`src/rtl/branch_predict_hazard_unit.sv`:
```
// Dynamic branch predictor (PC-indexed 2-bit saturating counters) with control-hazard
// handling: one-shot flush plus a held redirect handshake back to fetch.
module branch_predict_hazard_unit #(
    parameter int unsigned ENTRIES  = 16,
    parameter int unsigned ADDR_W   = 16,
    parameter logic [1:0]  CTR_INIT = 2'b01,
    parameter int unsigned CNT_W    = 16
) (
    input  logic              clk,
    input  logic              reset_n,
    input  logic [ADDR_W-1:0] lookup_pc,
    output logic              pred_taken,
    input  logic              stall,
    input  logic              resolve_valid,
    input  logic              resolve_is_br,
    input  logic              resolve_uncond,
    input  logic [ADDR_W-1:0] resolve_pc,
    input  logic              resolve_taken,
    input  logic              resolve_pred,
    input  logic [ADDR_W-1:0] resolve_target,
    input  logic [ADDR_W-1:0] resolve_fallthru,
    output logic              flush,
    output logic              redirect_valid,
    output logic [ADDR_W-1:0] redirect_pc,
    input  logic              redirect_ack,
    output logic              busy,
    output logic [CNT_W-1:0]  br_count,
    output logic [CNT_W-1:0]  miss_count
);

    localparam int unsigned IDX_W = $clog2(ENTRIES);

    localparam logic [0:0] S_IDLE     = 1'b0;
    localparam logic [0:0] S_REDIRECT = 1'b1;

    logic [1:0]        ctr_q [ENTRIES];
    logic [0:0]        state_q,     state_d;
    logic              flush_q,     flush_d;
    logic              redir_vld_q, redir_vld_d;
    logic [ADDR_W-1:0] redir_pc_q,  redir_pc_d;
    logic [CNT_W-1:0]  br_cnt_q,    br_cnt_d;
    logic [CNT_W-1:0]  miss_cnt_q,  miss_cnt_d;

    logic [IDX_W-1:0]  lu_idx_c;
    logic [IDX_W-1:0]  res_idx_c;
    logic              accept_c;
    logic              cond_br_c;
    logic              mispredict_c;
    logic              redirect_ev_c;
    logic [1:0]        ctr_cur_c;
    logic [1:0]        ctr_upd_c;
    logic              unused_bits_c;

    // Word-aligned PCs: bit 0 carries no information, upper bits alias freely.
    assign lu_idx_c  = lookup_pc[IDX_W:1];
    assign res_idx_c = resolve_pc[IDX_W:1];
    assign unused_bits_c = ^{lookup_pc[ADDR_W-1:IDX_W+1], lookup_pc[0],
                             resolve_pc[ADDR_W-1:IDX_W+1], resolve_pc[0]};

    // An unconditional transfer takes precedence over the conditional-branch flag.
    assign accept_c      = resolve_valid & ~stall & (state_q == S_IDLE);
    assign cond_br_c     = accept_c & resolve_is_br & ~resolve_uncond;
    assign mispredict_c  = cond_br_c & (resolve_taken != resolve_pred);
    assign redirect_ev_c = mispredict_c | (accept_c & resolve_uncond);

    assign pred_taken = ctr_q[lu_idx_c][1];

    always_comb begin
        ctr_cur_c = ctr_q[res_idx_c];
        ctr_upd_c = ctr_cur_c;
        if (resolve_taken) begin
            if (ctr_cur_c != 2'b11) ctr_upd_c = ctr_cur_c + 2'b01;
        end else begin
            if (ctr_cur_c != 2'b00) ctr_upd_c = ctr_cur_c - 2'b01;
        end
    end

    // Counter table; a same-cycle lookup sees the value before this write.
    always_ff @(posedge clk or negedge reset_n) begin
        if (!reset_n) begin
            for (int unsigned i = 0; i < ENTRIES; i++) begin
                ctr_q[i] <= CTR_INIT;
            end
        end else if (cond_br_c) begin
            ctr_q[res_idx_c] <= ctr_upd_c;
        end
    end

    always_ff @(posedge clk or negedge reset_n) begin
        if (!reset_n) begin
            state_q     <= S_IDLE;
            flush_q     <= 1'b0;
            redir_vld_q <= 1'b0;
            redir_pc_q  <= '0;
            br_cnt_q    <= '0;
            miss_cnt_q  <= '0;
        end else begin
            state_q     <= state_d;
            flush_q     <= flush_d;
            redir_vld_q <= redir_vld_d;
            redir_pc_q  <= redir_pc_d;
            br_cnt_q    <= br_cnt_d;
            miss_cnt_q  <= miss_cnt_d;
        end
    end

    always_comb begin
        state_d     = state_q;
        flush_d     = 1'b0;
        redir_vld_d = redir_vld_q;
        redir_pc_d  = redir_pc_q;
        br_cnt_d    = br_cnt_q;
        miss_cnt_d  = miss_cnt_q;

        case (state_q)
            S_IDLE: begin
                if (redirect_ev_c) begin
                    flush_d     = 1'b1;
                    redir_vld_d = 1'b1;
                    redir_pc_d  = (resolve_uncond | resolve_taken) ? resolve_target
                                                                   : resolve_fallthru;
                    state_d     = S_REDIRECT;
                end
            end
            S_REDIRECT: begin
                if (redirect_ack) begin
                    redir_vld_d = 1'b0;
                    state_d     = S_IDLE;
                end
            end
            default: begin
                state_d     = S_IDLE;
                redir_vld_d = 1'b0;
            end
        endcase

        // Statistics saturate at all-ones.
        if (cond_br_c && !(&br_cnt_q)) br_cnt_d = br_cnt_q + CNT_W'(1);
        if (mispredict_c && !(&miss_cnt_q)) miss_cnt_d = miss_cnt_q + CNT_W'(1);
    end

    assign flush          = flush_q;
    assign redirect_valid = redir_vld_q;
    assign redirect_pc    = redir_pc_q;
    assign busy           = (state_q == S_REDIRECT);
    assign br_count       = br_cnt_q;
    assign miss_count     = miss_cnt_q;

endmodule

```
`config.mk`:
```
export PLATFORM = sky130hd
export DESIGN_NAME = branch_predict_hazard_unit
export DESIGN_NICKNAME = d
export VERILOG_FILES = /design/src/rtl/branch_predict_hazard_unit.sv
export SDC_FILE = /design/constraint.sdc
export NUM_CORES = 1
export LEC_CHECK = 0
export CORE_UTILIZATION = 40
export CTS_CLUSTER_DIAMETER = 50
export DETAILED_ROUTE_END_ITERATION = 12
export GPL_ROUTABILITY_DRIVEN = 0
export GPL_TIMING_DRIVEN = 0
export HOLD_SLACK_MARGIN = 0.1
export PLACE_DENSITY = 0.66
export SETUP_SLACK_MARGIN = 0.3
export SLEW_MARGIN = 20
export SYNTH_ARGS = -nofsm -noshare
export SYNTH_HDL_FRONTEND = slang
export SYNTH_SLANG_ARGS = --single-unit
```
`constraint.sdc`:
```
create_clock -name clk -period 3.7 [get_ports clk]
set_clock_uncertainty 0.1 [all_clocks]
set_input_delay 0.74 -clock clk [delete_from_list [all_inputs] [get_ports clk]]
set_output_delay 0.74 -clock clk [all_outputs]
set_load 0.02 [all_outputs]
```
**Yosys cells after proc, flatten, opt, wreduce, memory -nomap -nowiden**

Index checks and enable logic that the tools add are counted.

- Flip-flop bits (word level): 83
- Memory bits (read-only): 0
- Memories: 0
- RAM bits: 0
- Bits in latches: 0
- Logic and storage cells: 76
- Bits of input ports: 73
- Output and inout bits: 52

- $add $sub $neg: 4
- Multipliers: 0
- Bitwise operators: 13
- Order comparisons: 3
- Equality and inequality tests: 4
- Shift operators: 0
- Divide/modulo/power cells: 0
- Reduce and logical (&&, ||, !) cells: 10
- Mux-type cells: 20

Operators by type and width:

| kind | number |
|---|---|
| $add 16x1->16 const B | 2 |
| $bwmux 32 | 1 |
| $reduce_and 16->1 | 2 |
| $bmux 2 s4 | 2 |
| $mux 16 | 1 |
| $mux 2 | 8 |
| $ge 5x5->1 const B | 2 |
| $not 4->5 | 2 |
| $demux 2 s4 | 1 |
| $and 1x1->1 | 6 |
| $ne 2x2->1 const B | 3 |
| $lt 5x1->1 const B | 1 |
| $mux 1 | 5 |
| $pmux 1 s2 | 2 |
| $reduce_and 2->1 | 2 |
| $logic_and 1x1->1 | 3 |
| $not 1->1 | 3 |
| $add 2x1->2 const B | 1 |
| $logic_not 1->1 | 2 |
| $or 1x1->1 | 2 |
| $reduce_bool 2->1 | 1 |
| $sub 2x1->2 const B | 1 |
| $ne 1x1->1 | 1 |

**Logic depth before layout (Yosys ltp)**

- Depth after elaboration: 9
- Mapped depth: 7
- Gate-level depth less buffers: 5

**Worst setup path before layout**

Ideal clock, no wire load.

- Kind: in2out
- From: in lookup_pc[1]
- To: out pred_taken
- Buffers on the path: 0
- Arrival time: 1.745 ns
- Required time: 2.860 ns
- Setup slack: 1.115 ns
- Stages on the path: 2
- Cells stage by stage: mux4_2 -> mux4_2

- Longest elaborated chain between the ends: 4

Ends and longest elaborated chain:

| item | line | RTL |
|---|---|---|
| start: declaration | 11 | `input logic [ADDR_W-1:0] lookup_pc,` |
| $not 4->5 (not written as such) | 66 | `assign pred_taken = ctr_q[lu_idx_c][1];` |
| $bmux 2 s4 | 66 |  |
| $mux 2 (not written as such) (2 in a row) | 66 |  |
| end: declaration | 12 | `output logic pred_taken,` |

Every way passes these cells. The select of a mux whose other input is x is not followed.

**Final worst setup path**

- From: in lookup_pc[2]
- To: out pred_taken

The elaborated chain is that of the path after synthesis.

==> run metrics <==
status finished, final reports clean; initial core utilization 41.9%; TritonCTS clock tree built; Syn. warnings 0; initial antenna violation count 0; Worst-Skew Late Latency 370 ps; final net count around 580; TNS Setup 0 ps; Final Critical Period 3240 ps; fin crit share approximately 88%; RSZ-0062 raised after global routing no; Die Height around 110 um; H-tree Lvls 3; Core ar. ~10000 um2; Row Count 37; # diodes 0; # setup viols final 0; via-per-instance ratio between 5 and 6; sequential area share after synthesis a little under half; Psw 0.000791 W; Combinational Power Share 27.6%; DRT iter0 DRCs between 100 and 150; Main synth FF type dfrtp_1; Synth top area share 38.2%; Seq. cell area 2100 um2; max_cap viols 0; crit start category input pin; Hold WC Path Type in2async; leakage 2.40 nW; pin slew with the least headroom to its limit 824 ps; post-synth cell types 48; Die ar. roughly 11000 um2; most used cell along the critical path mux4_2; Max Root-Sink Buffers 2; Hold Fails Final Rpt 0; synth-to-layout area growth 30.7%; commonest non-fill, non-tap cells in the layout 95 x clkdlybuf4s50_1, 67 x dfrtp_1, 44 x a31oi_1, 31 x nand2_1, 31 x a21oi_1; CTS sink count between 80 and 90; Max Slew Vio Count 0; Non-Filler Instances 649; clock-pin slew on the worst setup and hold paths 90 ps; Clock power frac 24.6%; CP peak stage delay 550 ps; sequential share of power a little under half; routed wire length per instance 17.0 um; Final Hold Slack approximately 190 ps; mapped cell area 4390 um2; vias in the first global route 3664; Switching Share roughly 33%; # fillers 997; Post-synth EDFFs 0; gate count after technology mapping between 300 and 400; FMAX 308 MHz; worst path bufs/invs 2; Initial DRT Pass Iterations 4; hpwl dp between 7000 and 8000 um; IO buf count 98; Clock Tree Root clkbuf_8; first-pass GRT wire length 18200 um; syn_area_per_cell approximately 11 um2; CTS buffer count 9; PD cells 422 nW/um2; CP required between 2000 and 3000 ps; Cell Chain, Critical Path clkdlybuf4s50_1, mux4_2, mux4_2, dlygate4sd2_1; cell internal pwr ~0.0016 W; top cells by area, synth dfrtp_1 38%, dfstp_2 9.6%, a31oi_1 6.3%; Critical-path top delay cell clkdlybuf4s50_1; syn_nets 473; area of the multi-input gates 2150 um2; total power between 0.002 and 0.0025 W; critical path fanouts, max 4; share of cells above drive strength 1 14.6%; DR vias 3679; most common cell after layout, fill and taps aside clkdlybuf4s50_1; WL final 11000 um; delay-heaviest family, CP buffers and inverters; I/O pin cnt 125; CTS Hold Buffers Added 0; total global routing overflow 0; die span in x around 110 um; relative slew slack between 40% and 50%; Inst Count DP 633; Yosys reg bits 83; GRT Util Overall 20.5%; ANT nets after route 0; R2R Setup Slk 1420 ps; Post-CTS Setup Inserts 0; Critical Path AT 2400 ps; largest net degree at the start of global routing 56; Max VDD drop 0.192 mV; Yosys top cell by area dfrtp_1; DRC errors left 0; async set-reset flop share out of synthesis 100%; CP Class in2out; Setup crit end kind output pin
## final timing paths
kind	from	endpoint	cells after the start
max	lookup_pc[2]	pred_taken	4
min	reset_n	miss_count[0]$_DFFE_PN0P_	1
max reg2reg	busy$_DFF_PN0_	ctr_q[29]$_DFFE_PN0P_	4
min reg2reg	redirect_pc[14]$_DFFE_PN0P_	redirect_pc[14]$_DFFE_PN0P_	2
max in group asynchronous	reset_n	ctr_q[4]$_DFFE_PN1P_	2
min in group clk	redirect_pc[14]$_DFFE_PN0P_	redirect_pc[14]$_DFFE_PN0P_	2
## layer usage
| layer | up-vias | global-route usage (%) | wire length, um |
|---|---|---|---|
| met2 | 127 | 30.6 | 4960 |
| met1 | 1797 | 27.9 | 5000 |
| met5 | - | 0 | 0 |
| met4 | 0 | 6.36 | 144 |
| li1 | 1745 | - | - |
| met3 | 10 | 7.11 | 909 |
## registers in the layout, indices dropped and copies added, names as in the netlist
register and cells:
miss_count 16, flush 1, redirect_pc 16, busy 1, redirect_valid 1, ctr_q 32
br_count 16
## power by group through the flow
stage	Clock, W	Combinational (W)	Sequential (W)
2_1_floorplan	0	0.000258	0.00125
3_3_place_gp	0	0.000660	0.00117
3_5_place_dp	0	0.000674	0.00117
4_1_cts	0.000614	0.000674	0.00115
5_1_grt	0.000647	0.000727	0.00117
6_report	0.000595	0.000667	0.00115
## synth_stat cells (all sizes together), types with 4 or more instances
master / number
dfrtp: 67
a31oi: 44
a21oi: 31
nand2: 31
xor2: 25
mux2i: 21
o21ai: 18
clkbuf: 16
dfstp: 16
mux4: 13
nand4: 12
a2111oi: 11
nor3: 11
and3: 10
buf: 9
nand3: 8
inv: 6
nor4b: 6
a211oi: 4
and2: 4
mux2: 4
nor2: 4
nor4: 4
## worst reg2reg max path: cells and delay by family (launching register included)
family | cells | cell delay [ps]
flip-flops | 1 | 470
AO/OA/AOI/OAI | 1 | 90
AND/OR/NAND/NOR | 3 | 1490
## layout make-up
type | count | area share, %
Clock inverter | 7 | 0.851
Inverter | 6 | 0.393
Tap cell | 136 | 2.97
Multi-Input combinational cell | 284 | 37.6
Sequential cell | 83 | 36.6
Timing Repair Buffer | 99 | 17.5
Clock buffer | 9 | 2.16
Buffer | 25 | 1.94
## per-stage QoR
| stage | util, % | area (um2) | setup slack (ps) |
|---|---|---|---|
| floorplan | - | 4390 | 1120 |
| global placement | 52.9 | 5540 | -1170 |
| detailed placement | 53.2 | 5560 | -57.2 |
| CTS | 54.8 | 5730 | 448 |
| global route | 54.8 | 5730 | 373 |
| finish | 54.8 | 5730 | 457 |
## what timing repair did
action,in CTS,in global routing
hold endpoints to repair,0,0
resized for setup,3,0
setup endpoints to repair,1,0
## logic make-up (layout without fill, tap and decap cells)
| kind of cell | count (synthesis) | after routing | share of synthesized area, % |
|---|---|---|---|
| xor gates and xnor gates | 27 | 27 | 5.39 |
| buffers and inverters | 31 | 146 | 3.05 |
| DFF | 83 | 83 | 47.8 |
| muxes | 38 | 38 | 12.8 |
| AOI/OAI and AO/OA | 111 | 111 | 16.5 |
| and+or+nand+nor | 106 | 106 | 13.9 |
| adders and majority gates | 2 | 2 | 0.571 |
Note: power is estimated with default switching activity, not from simulation.
